`config.mk`:
```
export PLATFORM = sky130hd
export DESIGN_NAME = tetris_grid_renderer
export DESIGN_NICKNAME = d
export VERILOG_FILES = /design/src/rtl/tetris_grid_renderer_pkg.sv /design/src/rtl/tetris_grid_renderer_line_flash_ctrl.sv /design/src/rtl/tetris_grid_renderer.sv
export SDC_FILE = /design/constraint.sdc
export NUM_CORES = 1
export LEC_CHECK = 0
export ABC_CLOCK_PERIOD_IN_PS = 5430
export CAP_MARGIN = 20
export CORE_AREA = 2 2 180 182
export DETAILED_ROUTE_END_ITERATION = 16
export DIE_AREA = 0 0 182 184
export GPL_TIMING_DRIVEN = 1
export SYNTH_ARGS = -nofsm -noshare
export SYNTH_HDL_FRONTEND = slang
export SYNTH_SLANG_ARGS = --single-unit
```
`constraint.sdc`:
```
create_clock -name clk -period 5.43 [get_ports clk]
set_clock_uncertainty 0.15 [all_clocks]
set_input_delay 0.8145 -clock clk [delete_from_list [all_inputs] [get_ports clk]]
set_output_delay 0.8145 -clock clk [all_outputs]
set_load 0.02 [all_outputs]
```
`src/rtl/tetris_grid_renderer_pkg.sv`:
```
// Shared colour encodings and flash-controller state type for the Tetris playfield renderer.
package tetris_pkg;

  typedef logic [2:0] color_t;

  localparam color_t BLACK   = 3'b000;
  localparam color_t BLUE    = 3'b001;
  localparam color_t GREEN   = 3'b010;
  localparam color_t CYAN    = 3'b011;
  localparam color_t RED     = 3'b100;
  localparam color_t MAGENTA = 3'b101;
  localparam color_t YELLOW  = 3'b110;
  localparam color_t WHITE   = 3'b111;

  typedef enum logic [1:0] {IDLE, FLASH, DONE} flash_state_t;

endpackage

```
`src/rtl/tetris_grid_renderer_line_flash_ctrl.sv`:
```
// Line-clear flash sequencer: latches the rows to flash, counts frames per phase,
// toggles the flash phase and ends with a single clear_done pulse.
module line_flash_ctrl
  import tetris_pkg::*;
#(
  parameter int ROWS         = 20,
  parameter int FLASH_PERIOD = 4,
  parameter int FLASH_PHASES = 6
) (
  input  logic            clk,
  input  logic            rst_n,
  input  logic            frame_start,
  input  logic            clear_start,
  input  logic [ROWS-1:0] clear_rows,
  output logic            busy,
  output logic            clear_done,
  output logic            phase,
  output logic [ROWS-1:0] mask
);

  localparam int FW = $clog2(FLASH_PERIOD + 1);
  localparam int PW = $clog2(FLASH_PHASES + 1);

  if (FLASH_PERIOD == 0) begin : g_chk_period
    $error("FLASH_PERIOD must be non-zero");
  end
  if (FLASH_PHASES == 0) begin : g_chk_phases
    $error("FLASH_PHASES must be non-zero");
  end

  flash_state_t    r_state;
  flash_state_t    w_state_nxt;
  logic [FW-1:0]   r_frame_cnt;
  logic [PW-1:0]   r_phase_cnt;
  logic            r_phase;
  logic            r_clear_done;
  logic [ROWS-1:0] r_mask;
  logic            w_last_frame;
  logic            w_last_phase;

  assign w_last_frame = (r_frame_cnt == FW'(FLASH_PERIOD - 1));
  assign w_last_phase = (r_phase_cnt == PW'(FLASH_PHASES - 1));

  always_ff @(posedge clk or negedge rst_n) begin
    if (!rst_n) r_state <= IDLE;
    else        r_state <= w_state_nxt;
  end

  always_comb begin
    w_state_nxt = r_state;
    case (r_state)
      IDLE:    if (clear_start) w_state_nxt = (|clear_rows) ? FLASH : DONE;
      FLASH:   if (frame_start && w_last_frame && w_last_phase) w_state_nxt = DONE;
      DONE:    w_state_nxt = IDLE;
      default: w_state_nxt = IDLE;
    endcase
  end

  // Phase is forced low on the way into DONE so the last cycle of busy never flashes.
  always_ff @(posedge clk or negedge rst_n) begin
    if (!rst_n) begin
      r_frame_cnt  <= '0;
      r_phase_cnt  <= '0;
      r_phase      <= 1'b0;
      r_clear_done <= 1'b0;
      r_mask       <= '0;
    end else begin
      r_clear_done <= (r_state == DONE);
      case (r_state)
        IDLE: begin
          if (clear_start && (|clear_rows)) begin
            r_mask      <= clear_rows;
            r_frame_cnt <= '0;
            r_phase_cnt <= '0;
            r_phase     <= 1'b1;
          end
        end
        FLASH: begin
          if (frame_start) begin
            if (w_last_frame) begin
              r_frame_cnt <= '0;
              r_phase_cnt <= r_phase_cnt + 1'b1;
              r_phase     <= w_last_phase ? 1'b0 : ~r_phase;
            end else begin
              r_frame_cnt <= r_frame_cnt + 1'b1;
            end
          end
        end
        DONE: begin
          r_mask      <= '0;
          r_frame_cnt <= '0;
          r_phase_cnt <= '0;
          r_phase     <= 1'b0;
        end
        default: ;
      endcase
    end
  end

  assign busy       = (r_state != IDLE);
  assign clear_done = r_clear_done;
  assign phase      = r_phase;
  assign mask       = r_mask;

endmodule

```
`src/rtl/tetris_grid_renderer.sv`:
```
// Two-stage playfield renderer: stage 1 classifies the pixel against the grid,
// stage 2 picks the colour by priority and registers it.
module tetris_grid_renderer
  import tetris_pkg::*;
#(
  parameter int         ROWS         = 20,
  parameter int         COLS         = 10,
  parameter int         CELL_LOG2    = 4,
  parameter int         X0           = 240,
  parameter int         Y0           = 80,
  parameter int         FLASH_PERIOD = 4,
  parameter int         FLASH_PHASES = 6,
  parameter logic [2:0] LINE_COLOR   = 3'b001
) (
  input  logic                 clk,
  input  logic                 rst_n,
  input  logic [9:0]           x,
  input  logic [9:0]           y,
  input  logic                 frame_start,
  input  logic [ROWS*COLS-1:0] display_array,
  input  logic [ROWS*COLS-1:0] active_mask,
  input  logic [2:0]           active_color,
  input  logic [2:0]           stored_color,
  input  logic                 gameover,
  input  logic                 clear_start,
  input  logic [ROWS-1:0]      clear_rows,
  output logic                 busy,
  output logic                 clear_done,
  output logic [2:0]           color_out
);

  localparam int GRID_W = COLS << CELL_LOG2;
  localparam int GRID_H = ROWS << CELL_LOG2;
  localparam int RW     = (ROWS > 1) ? $clog2(ROWS) : 1;
  localparam int CW     = (COLS > 1) ? $clog2(COLS) : 1;
  localparam int IW     = (ROWS * COLS > 1) ? $clog2(ROWS * COLS) : 1;

  if (X0 + GRID_W > 1023) begin : g_chk_x
    $error("grid exceeds horizontal pixel range");
  end
  if (Y0 + GRID_H > 1023) begin : g_chk_y
    $error("grid exceeds vertical pixel range");
  end

  logic            w_busy;
  logic            w_phase;
  logic [ROWS-1:0] w_mask;

  line_flash_ctrl #(
    .ROWS         (ROWS),
    .FLASH_PERIOD (FLASH_PERIOD),
    .FLASH_PHASES (FLASH_PHASES)
  ) u_flash (
    .clk         (clk),
    .rst_n       (rst_n),
    .frame_start (frame_start),
    .clear_start (clear_start),
    .clear_rows  (clear_rows),
    .busy        (w_busy),
    .clear_done  (clear_done),
    .phase       (w_phase),
    .mask        (w_mask)
  );

  assign busy = w_busy;

  logic [9:0]  w_dx;
  logic [9:0]  w_dy;
  logic [10:0] w_x_ext;
  logic [10:0] w_y_ext;
  logic        w_in_grid;
  logic        w_on_line;
  logic        w_on_border;
  logic        w_ring_x;
  logic        w_ring_y;

  assign w_dx    = x - 10'(X0);
  assign w_dy    = y - 10'(Y0);
  assign w_x_ext = {1'b0, x};
  assign w_y_ext = {1'b0, y};

  assign w_in_grid = (w_x_ext >= 11'(X0)) && (w_x_ext < 11'(X0 + GRID_W)) &&
                     (w_y_ext >= 11'(Y0)) && (w_y_ext < 11'(Y0 + GRID_H));
  assign w_on_line = w_in_grid &&
                     ((w_dx[CELL_LOG2-1:0] == '0) || (w_dy[CELL_LOG2-1:0] == '0));

  // The +1 on the pixel side keeps the left/top ring test free of underflow when X0/Y0 is 0.
  assign w_ring_x    = (w_x_ext + 11'd1 >= 11'(X0)) && (w_x_ext <= 11'(X0 + GRID_W));
  assign w_ring_y    = (w_y_ext + 11'd1 >= 11'(Y0)) && (w_y_ext <= 11'(Y0 + GRID_H));
  assign w_on_border = w_ring_x && w_ring_y && !w_in_grid;

  // ---- stage 1: pixel classification and cell coordinates ----
  logic          r_in_grid_p1;
  logic          r_on_line_p1;
  logic          r_on_border_p1;
  logic [RW-1:0] r_row_p1;
  logic [CW-1:0] r_col_p1;

  always_ff @(posedge clk or negedge rst_n) begin
    if (!rst_n) begin
      r_in_grid_p1   <= 1'b0;
      r_on_line_p1   <= 1'b0;
      r_on_border_p1 <= 1'b0;
      r_row_p1       <= '0;
      r_col_p1       <= '0;
    end else begin
      r_in_grid_p1   <= w_in_grid;
      r_on_line_p1   <= w_on_line;
      r_on_border_p1 <= w_on_border;
      r_row_p1       <= RW'(w_dy >> CELL_LOG2);
      r_col_p1       <= CW'(w_dx >> CELL_LOG2);
    end
  end

  // ---- stage 2: priority colour select ----
  logic [IW-1:0] w_idx;
  color_t        w_color;
  color_t        r_color_p2;

  assign w_idx = IW'(r_row_p1) * IW'(COLS) + IW'(r_col_p1);

  always_comb begin
    w_color = BLACK;
    if (r_on_border_p1)                           w_color = WHITE;
    else if (!r_in_grid_p1)                       w_color = BLACK;
    else if (w_mask[r_row_p1] && w_busy && w_phase) w_color = WHITE;
    else if (active_mask[w_idx])                  w_color = active_color;
    else if (display_array[w_idx])                w_color = gameover ? RED : stored_color;
    else if (r_on_line_p1)                        w_color = LINE_COLOR;
    else                                          w_color = BLACK;
  end

  always_ff @(posedge clk or negedge rst_n) begin
    if (!rst_n) r_color_p2 <= BLACK;
    else        r_color_p2 <= w_color;
  end

  assign color_out = r_color_p2;

endmodule

```
Yosys cells after proc, flatten, opt, wreduce, memory -nomap -nowiden
Cells that the tools add are included.
{ "word_totals": {"reg_bits": 45, "in_bits": 451, "output_inout_bits": 5, "elab_cells": 97} }
{ "op_classes": {"addsub": 7, "mul": 1, "n_lt_le_gt_ge": 10, "n_eq_ne": 9, "muxes": 31, "bitwise": 1, "reduce_logical": 26} }
{ "op_table": {"columns": ["operator", "n"], "rows": [
  ["$pmux 20 s2", 1],
  ["$mux 3", 11],
  ["$add 10x1->11 const B", 2],
  ["$le 10x9->1 const B", 2],
  ["$lt 10x9->1 const B", 2],
  ["$mux 20", 1],
  ["$reduce_or 20->1", 1],
  ["$pmux 3 s3", 2],
  ["$bmux 1 s8", 2],
  ["$logic_and 1x1->1", 13],
  ["$ge 11x7->1 const B", 1],
  ["$ge 11x8->1 const B", 1],
  ["$ge 10x7->1 const B", 1],
  ["$ge 10x8->1 const B", 1],
  ["$lt 8x9->1 const B", 1],
  ["$sub 9x7->9 const B", 1],
  ["$add 8x4->8", 1],
  ["$logic_not 4->1", 2],
  ["$mux 1", 8],
  ["$sub 8x8->8 const B", 1],
  ["$mul 5x3->7 const B", 1],
  ["$add 3x1->3 const B", 2],
  ["$lt 5x6->1 const B", 1],
  ["$mux 2", 3],
  ["other kinds (18)", 23]
]} }

Longest topological paths before layout
Gate-level depths: netlist of the first run.
{ "depth": {"ltp_word": 9, "ltp_mapped": 14, "mapped_depth_nobuf": 12} }

By module
Synthesis of the first run repeated with hierarchy kept, for this count alone.
{ "unflattened": {"cells_unflattened": 601, "area_unflattened_um2": 6520.0} }
{ "by_module_without_submodules": {"columns": ["mod", "instances", "cells_each", "area_each_um2", "seq_area_each_um2"], "rows": [
  ["tetris_grid_renderer", 1, 421, 4848.4, 375.4],
  ["line_flash_ctrl", 1, 180, 1671.6, 750.7]
]} }

Worst setup path before layout of the first run
OpenSTA, ideal clock, no wires.
{ "synth_timing": {"path_kind": "reg2reg", "startpoint": "register r_row_p1[1]", "endpoint": "register r_color_p2[0] (netlist: color_out[0])", "setup_ns": 0.138, "arrival_ns": 3.482, "t_required_ns": 5.142, "setup_slack_ns": 1.661, "path_stages_with_launch": 14, "n_path_buf": 1, "synth_period_minus_slack_ns": 3.769, "cell_sequence": "dfrtp_1 -> ha_1 -> ha_1 -> fa_1 -> a21bo_2 -> o22ai_2 -> clkbuf_1 -> nand3_1 -> o31ai_1 -> nor2_1 -> o31ai_1 -> o32ai_4 -> o32ai_1 -> a31oi_1"} }
{ "synth_via": {"elab_chain_len": 9, "elab_cells_between_ends": 15, "cone_classes": "1 x add/sub; 1 x mul; 11 x mux; 2 x reduce/logical"} }
{ "synth_rtl": {"columns": ["item", "line", "text"], "rows": [
  ["start, declared", "tetris_grid_renderer.sv:96", "logic [RW-1:0] r_row_p1;"],
  ["start signal, assigned", "tetris_grid_renderer.sv:110", "r_row_p1 <= RW'(w_dy >> CELL_LOG2);"],
  ["$mul 5x3->7", "tetris_grid_renderer.sv:120", "assign w_idx = IW'(r_row_p1) * IW'(COLS) + IW'(r_col_p1);"],
  ["$add 8x4->8", "tetris_grid_renderer.sv:120", null],
  ["$bmux 1 s8", "tetris_grid_renderer.sv:128", "else if (display_array[w_idx]) w_color = gameover ? RED : stored_color;"],
  ["$mux 1 (not written as such)", "tetris_grid_renderer.sv:128", null],
  ["$mux 3", "tetris_grid_renderer.sv:128", null],
  ["$mux 3", "tetris_grid_renderer.sv:127", "else if (active_mask[w_idx]) w_color = active_color;"],
  ["$mux 3 (*)", "tetris_grid_renderer.sv:126", "else if (w_mask[r_row_p1] && w_busy && w_phase) w_color = WHITE;"],
  ["$mux 3 (*)", "tetris_grid_renderer.sv:125", "else if (!r_in_grid_p1) w_color = BLACK;"],
  ["$mux 3 (*)", "tetris_grid_renderer.sv:124", "if (r_on_border_p1) w_color = WHITE;"],
  ["named net w_color[0]", "tetris_grid_renderer.sv:117", "color_t w_color;"],
  ["end signal, assigned", "tetris_grid_renderer.sv:135", "else r_color_p2 <= w_color;"],
  ["end, declared", "tetris_grid_renderer.sv:118", "color_t r_color_p2;"]
]} }
Mark *: on every way through the listed nets, which the timed path passes. The rest lies on a longest branch. The select of a mux whose other input is x is not followed.
A chain may end at the register's enable or synchronous reset.

Worst setup path in the final report of the first run
{ "layout_timing": {"startpoint": "register r_row_p1[0]", "endpoint": "register r_color_p2[0] (netlist: color_out[0])"} }
Same word-level chain as after synthesis.

==> qor.txt, run 1 <==
status: complete, no violations
Final Hold Fails: 0
most common cell in the netlist: mux4_2
fin crit period: 4390 ps
CTS tree: yes
final setup fails: 0
Avg Inst Size Synth: 11.6 sq um
commonest cells in the synthesized netlist: 95 x mux4_2, 45 x dfrtp_1, 37 x mux2i_1
register bit total from synthesis: 45
Max Slew Vio Count: 0
CP Launch Point: r_row_p1[0]
top_reg_cell synth: dfrtp_1
Pwr Density: 243 nW/um^2
Routed WL per cell: 22.9 um
internal power: 1.66 mW
die width: 182 um
Post-CTS Setup Bufs: 0
hold_ws: 187 ps
met2 Track Usage GR: 0.329
Yosys warnings: 0
Worst R2R Path Depth: 12
post-layout util: 0.359
GR Util All Layers: 0.175
busiest grt layer: met2
# IOs: 456
initial core utilization: 0.197
number of global-route vias before repair: 6,965
synthesized instance count: 533
CP Capture Type: flip-flop
Comb power frac: 0.682
WL final: 31,300 um
antenna violations before repair: 3
Total Die Area: 33,500 sq um
DRC Markers: 0
global routing usage on met1: 0.208
GP Congestion: 0.833
Post-synth EDFFs: 0
max incr delay on CP: 630 ps
CTS resizes: 0
Max Buffers Root-to-Sink: 2
Vias: 6,594
met3 usage: 0.0361
Sw Pwr: 1.08 mW
layout cells sized above 1: 0.161
crit-path cells: ha_1 -> ha_1 -> xor2_4 -> buf_4 -> mux4_2 -> nor2_1 -> nor3_1 -> nor3_1 -> nor4_2 -> o32ai_4 -> o32ai_1 -> a31oi_1
Max rail drop VDD: 0.192 mV
register area share after synthesis: 0.182
Syn Nets: 1,004
sw frac: 0.395
critical path arrival: 4390 ps
reg2reg start: r_row_p1[0]
Detailed Route Iter0 Violations: 353
Post-synth ARST share: 1.00
Pwr Total: 2.74 mW
largest net degree at the start of global routing: 52
hold buffers post-CTS: 0
Nets: 1,434
Core Footprint: 31,400 sq um
Clk pwr share: 0.131
grt ovf: 0
clock sink total: 45
critical path launch point type: flip-flop
Sequential Power Share: 0.188
WP data required: 5430 ps
Max FO, Critical Path: 16
Die Y: 184 um
FP Rows: 65
area fraction of the dominant cell type after synthesis: 0.346
Post-DP HPWL: 27,000 um
Final period util: 0.808
R2R setup slack: 1040 ps
setup_tns: 0 ps
synth unique cells: 69
cts bufs inserted: 5
Skew-Pair Late Insertion Delay: 290 ps
Highest Clock Rate: 228 MHz
H-tree depth: 2
Setup Crit Path Kind: reg2reg
RSZ-0062 raised after global routing: false
max-cap violations: 0
Layout area overhead: 82.1%
Vias/cell: 4.82
Synth area leader: mux4_2
CP max stage cell: dfrtp_1
actual slew at the worst max-slew pin: 943 ps
I/O Buffers: 455
Rel. slew slack: 0.371
HP Class: in2async
Clock transition at path regs: 70 ps
synth top area cells: mux4_2 35%, dfrtp_1 18%, mux2i_1 6.0%
First-pass DRT Iterations: 6
DRT antenna net count: 0
capturing point of the worst reg2reg path: color_out[0]
clock root buffer: clkbuf_16
Pleak: 4.21 nW
Post-Syn Area: 6190 sq um
first-pass GRT wire length: 43,800 um
## metal layers
metal	up-vias	part of all wire
li1	3054	-
met1	3279	0.39
met2	238	0.53
met3	21	0.066
met4	2	0.012
met5	-	0.00042
## layout by cell type, fill, tap and decap left out, drive strengths merged, types with 10 or more instances in the layout
cell and n:
nor3 11, mux4 95, nand2 27, o21ai 18
inv 16, nor4 12, mux2i 37, nor2 30
buf 14, a22o 21, dfrtp 45, nor2b 10
a21oi 15, ha 18, o22ai 10, mux2 24
clkdlybuf4s50 454
## state kept, by name (all words and copies together) (netlist names)
name and cells:
u_flash.r_state 2, color_out 3, u_flash.phase 1, u_flash.clear_done 1, u_flash.r_phase_cnt 3, r_col_p1 4, r_on_border_p1 1, u_flash.mask 20
r_row_p1 5, u_flash.r_frame_cnt 3, r_in_grid_p1 1, r_on_line_p1 1
## critical path, delay by kind of cell, from the launching register on
kind                     cells  cell delay [ps]
XOR/XNOR                     1              570
multiplexers                 1              240
buffers and inverters        1              370
AO/OA/AOI/OAI                3              570
adder cells (fa/ha/maj)      2              940
flip-flops                   1              630
AND/OR/NAND/NOR              4              770
## area by class of cell
class,instances,area [sq um]
Antenna cell,2,5.00
Clock buffer,5,125
Clock inverter,3,50.0
Fill cell,3121,20100
Inverter,15,56.3
Multi-Input combinational cell,428,4730
Sequential cell,45,1130
Tap cell,402,503
Timing Repair Buffer,468,4670
## power groups by stage
stage / logic, mW / registers, mW / clock network [mW]
6_report: 1.87 / 0.515 / 0.358
2_1_floorplan: 1.18 / 0.489 / 0
5_1_grt: 2.02 / 0.528 / 0.377
4_1_cts: 1.89 / 0.517 / 0.365
3_5_place_dp: 1.89 / 0.522 / 0
3_3_place_gp: 1.87 / 0.518 / 0
## cells by family after synthesis
kind of cell | synth area share
simple gates | 0.0956
buf+inv | 0.0580
xor+xnor | 0.0291
compound gates | 0.143
flops | 0.182
fa+ha+maj | 0.0428
mux | 0.449
## through the flow
step	setup slack [ps]	instances	instance area, sq um
3_5_place_dp	1070	1356	11100
5_1_grt	746	1367	11300
6_report	1040	1368	11300
2_1_floorplan	1660	533	6190
3_3_place_gp	1180	1356	11100
4_1_cts	1060	1364	11200
## worst max-delay path by stage
| stage | cells after the start | endpoint | slack [ps] |
|---|---|---|---|
| 5_1_grt | 12 | color_out[2] | 750 |
| 3_3_place_gp | 11 | color_out[1] | 1180 |
| 6_report | 12 | color_out[0] | 1040 |
| 3_5_place_dp | 12 | color_out[0] | 1070 |
| 2_1_floorplan | 13 | color_out[0] | 1660 |
| 4_1_cts | 12 | color_out[0] | 1060 |
No activity file was read; power rests on OpenSTA's default activity.
==> run 2, diff against run 1 <==
--- a/config.mk
+++ b/config.mk
@@ -5,7 +5,7 @@
 export SDC_FILE = /design/constraint.sdc
 export NUM_CORES = 1
 export LEC_CHECK = 0
-export ABC_CLOCK_PERIOD_IN_PS = 5430
+export ABC_CLOCK_PERIOD_IN_PS = 4600
 export CAP_MARGIN = 20
 export CORE_AREA = 2 2 180 182
 export DETAILED_ROUTE_END_ITERATION = 16
==> constraint.sdc (replaced) <==
create_clock -name clk -period 4.6 [get_ports clk]
set_clock_uncertainty 0.15 [all_clocks]
set_input_delay 0.69 -clock clk [delete_from_list [all_inputs] [get_ports clk]]
set_output_delay 0.69 -clock clk [all_outputs]
set_load 0.02 [all_outputs]
==> qor.txt, run 2 (synthesis results as in run 1) <==
Final Hold Fails: 0
# IOs: 456
Max FO, Critical Path: 18
area post-placement: 11,100 sq um
delay-heaviest family, CP: adder cells
Skew-Pair Late Insertion Delay: 290 ps
Rel. slew slack: 0.357
cts bufs inserted: 5
CTS tree: yes
Post-DP HPWL: 26,800 um
Max Slew Vio Count: 0
first-pass GRT wire length: 43,200 um
buffer and inverter count on the worst path: 1
Die Y: 184 um
R2R setup slack: 390 ps
Highest Clock Rate: 238 MHz
Nets: 1,437
Final period util: 0.915
Detailed Route Iter0 Violations: 342
setup_tns: 0 ps
CP max stage cell: dfrtp_1
Vias: 6,535
fin crit period: 4210 ps
final instance area: 11,300 sq um
Pwr Density: 289 nW/um^2
initial core utilization: 0.197
fillcell total: 3,139
First-pass DRT Iterations: 5
DRT antenna net count: 0
WL final: 30,800 um
DRC Markers: 0
Pleak: 4.24 nW
hold buffers post-CTS: 0
GP Congestion: 0.829
Clock transition at path regs: 70 ps
actual slew at the worst max-slew pin: 957 ps
Setup Crit Path Kind: reg2reg
RSZ-0062 raised after global routing: false
most frequent cells in the layout: 454 x clkdlybuf4s50_1, 95 x mux4_2, 44 x dfrtp_1
I/O Buffers: 455
die width: 182 um
Max rail drop VDD: 0.201 mV
Core Footprint: 31,400 sq um
layout cells sized above 1: 0.163
number of global-route vias before repair: 6,931
clock sink total: 45
Layout area overhead: 83.2%
max-cap violations: 0
critical path arrival: 4210 ps
FP Rows: 65
max reg flops: 20
status: complete, no violations
max incr delay on CP: 590 ps
GR Util All Layers: 0.172
final setup fails: 0
grt ovf: 0
Post-CTS Setup Bufs: 0
WP data required: 4600 ps
clock root buffer: clkbuf_16
HP Class: in2async
largest net degree at the start of global routing: 50
Worst path most repeated cell: mux2i_1
Vias/cell: 4.76
CTS resizes: 0
antenna violations before repair: 5
crit-path cells: ha_1 -> ha_1 -> fa_1 -> a21bo_2 -> o22ai_2 -> buf_4 -> mux4_2 -> mux2i_1 -> mux2i_1 -> a211o_1 -> a22oi_2 -> mux2i_1 -> a31oi_1
Total Die Area: 33,500 sq um
commonest non-fill, non-tap cell in the layout: clkdlybuf4s50_1
CP Capture Type: flip-flop
H-tree depth: 2
Routed WL per cell: 22.5 um
critical path launch point type: flip-flop
Max Buffers Root-to-Sink: 2
## run 2: changes by cell type in the layout (fill, tap and decap cells not counted)
cell,previous run,this run
buf_12,2,4
buf_4,11,12
bufinv_16,1,2
clkinv_4,1,0
diode_2,2,3
inv_6,0,1
inv_8,1,0
## run 2: layout make-up
cell class / instances / area (sq um) / share of cell area
multi-input cells: 428 / 4730 / 0.417
clock inverters: 3 / 68.8 / 0.00607
clock buffers: 5 / 125 / 0.0110
diodes: 3 / 7.51 / 0.000662
well taps: 402 / 503 / 0.0443
repair buffers: 471 / 4720 / 0.416
flip-flops and latches: 45 / 1130 / 0.0996
inverters: 15 / 56.3 / 0.00496
## run 2: through the flow
step                worst slack (ps)   util  hold slack (ps)  power, mW  cells
floorplan                        831      -              244       1.97    533
global placement                 486  0.354              325       2.82   1360
detailed placement               373  0.354              335       2.85   1360
CTS                              345  0.360              350       3.33   1368
global route                     172  0.361             69.3       3.51   1371
finish                           390  0.361             67.7       3.28   1372
## run 2: worst reg2reg max path, delay by kind of cell (launching register included)
family	cells	cell delay (ps)
compound gates	5	1090
fa+ha+maj	3	1130
buf+inv	1	280
flops	1	590
mux	4	850
## run 2: per-layer routing
layer / global-route usage / part of all wire / vias up
met5: 0 / 0.00042 / -
met4: 0.0152 / 0.0062 / 2
met3: 0.0353 / 0.067 / 10
met2: 0.329 / 0.54 / 243
met1: 0.204 / 0.39 / 3219
li1: - / - / 3061
## run 2: final timing paths
path                                        start                endpoint  depth (start not counted)
min                                         rst_n  u_flash.r_frame_cnt[2]                          1
max reg2reg                           r_row_p1[1]            color_out[0]                         13
min reg2reg                u_flash.r_frame_cnt[2]  u_flash.r_frame_cnt[2]                          1
max in group asynchronous                   rst_n             r_col_p1[0]                          2
min in group clk           u_flash.r_frame_cnt[2]  u_flash.r_frame_cnt[2]                          1
max                                   r_row_p1[1]            color_out[0]                         13
## run 2: power by group
part	switching, mW	internal [mW]	total [mW]
sequential	0.0868	0.511	0.598
combinational	1.02	1.20	2.21
clock	0.152	0.313	0.465
total	1.25	2.02	3.28
==> run 3, diff against run 2 <==
--- a/config.mk
+++ b/config.mk
@@ -14,3 +14,4 @@
 export SYNTH_ARGS = -nofsm -noshare
 export SYNTH_HDL_FRONTEND = slang
 export SYNTH_SLANG_ARGS = --single-unit
+export TNS_END_PERCENT = 50
==> results of run 3 <==
Final layout, timing and power as in run 2 (identical DEF).
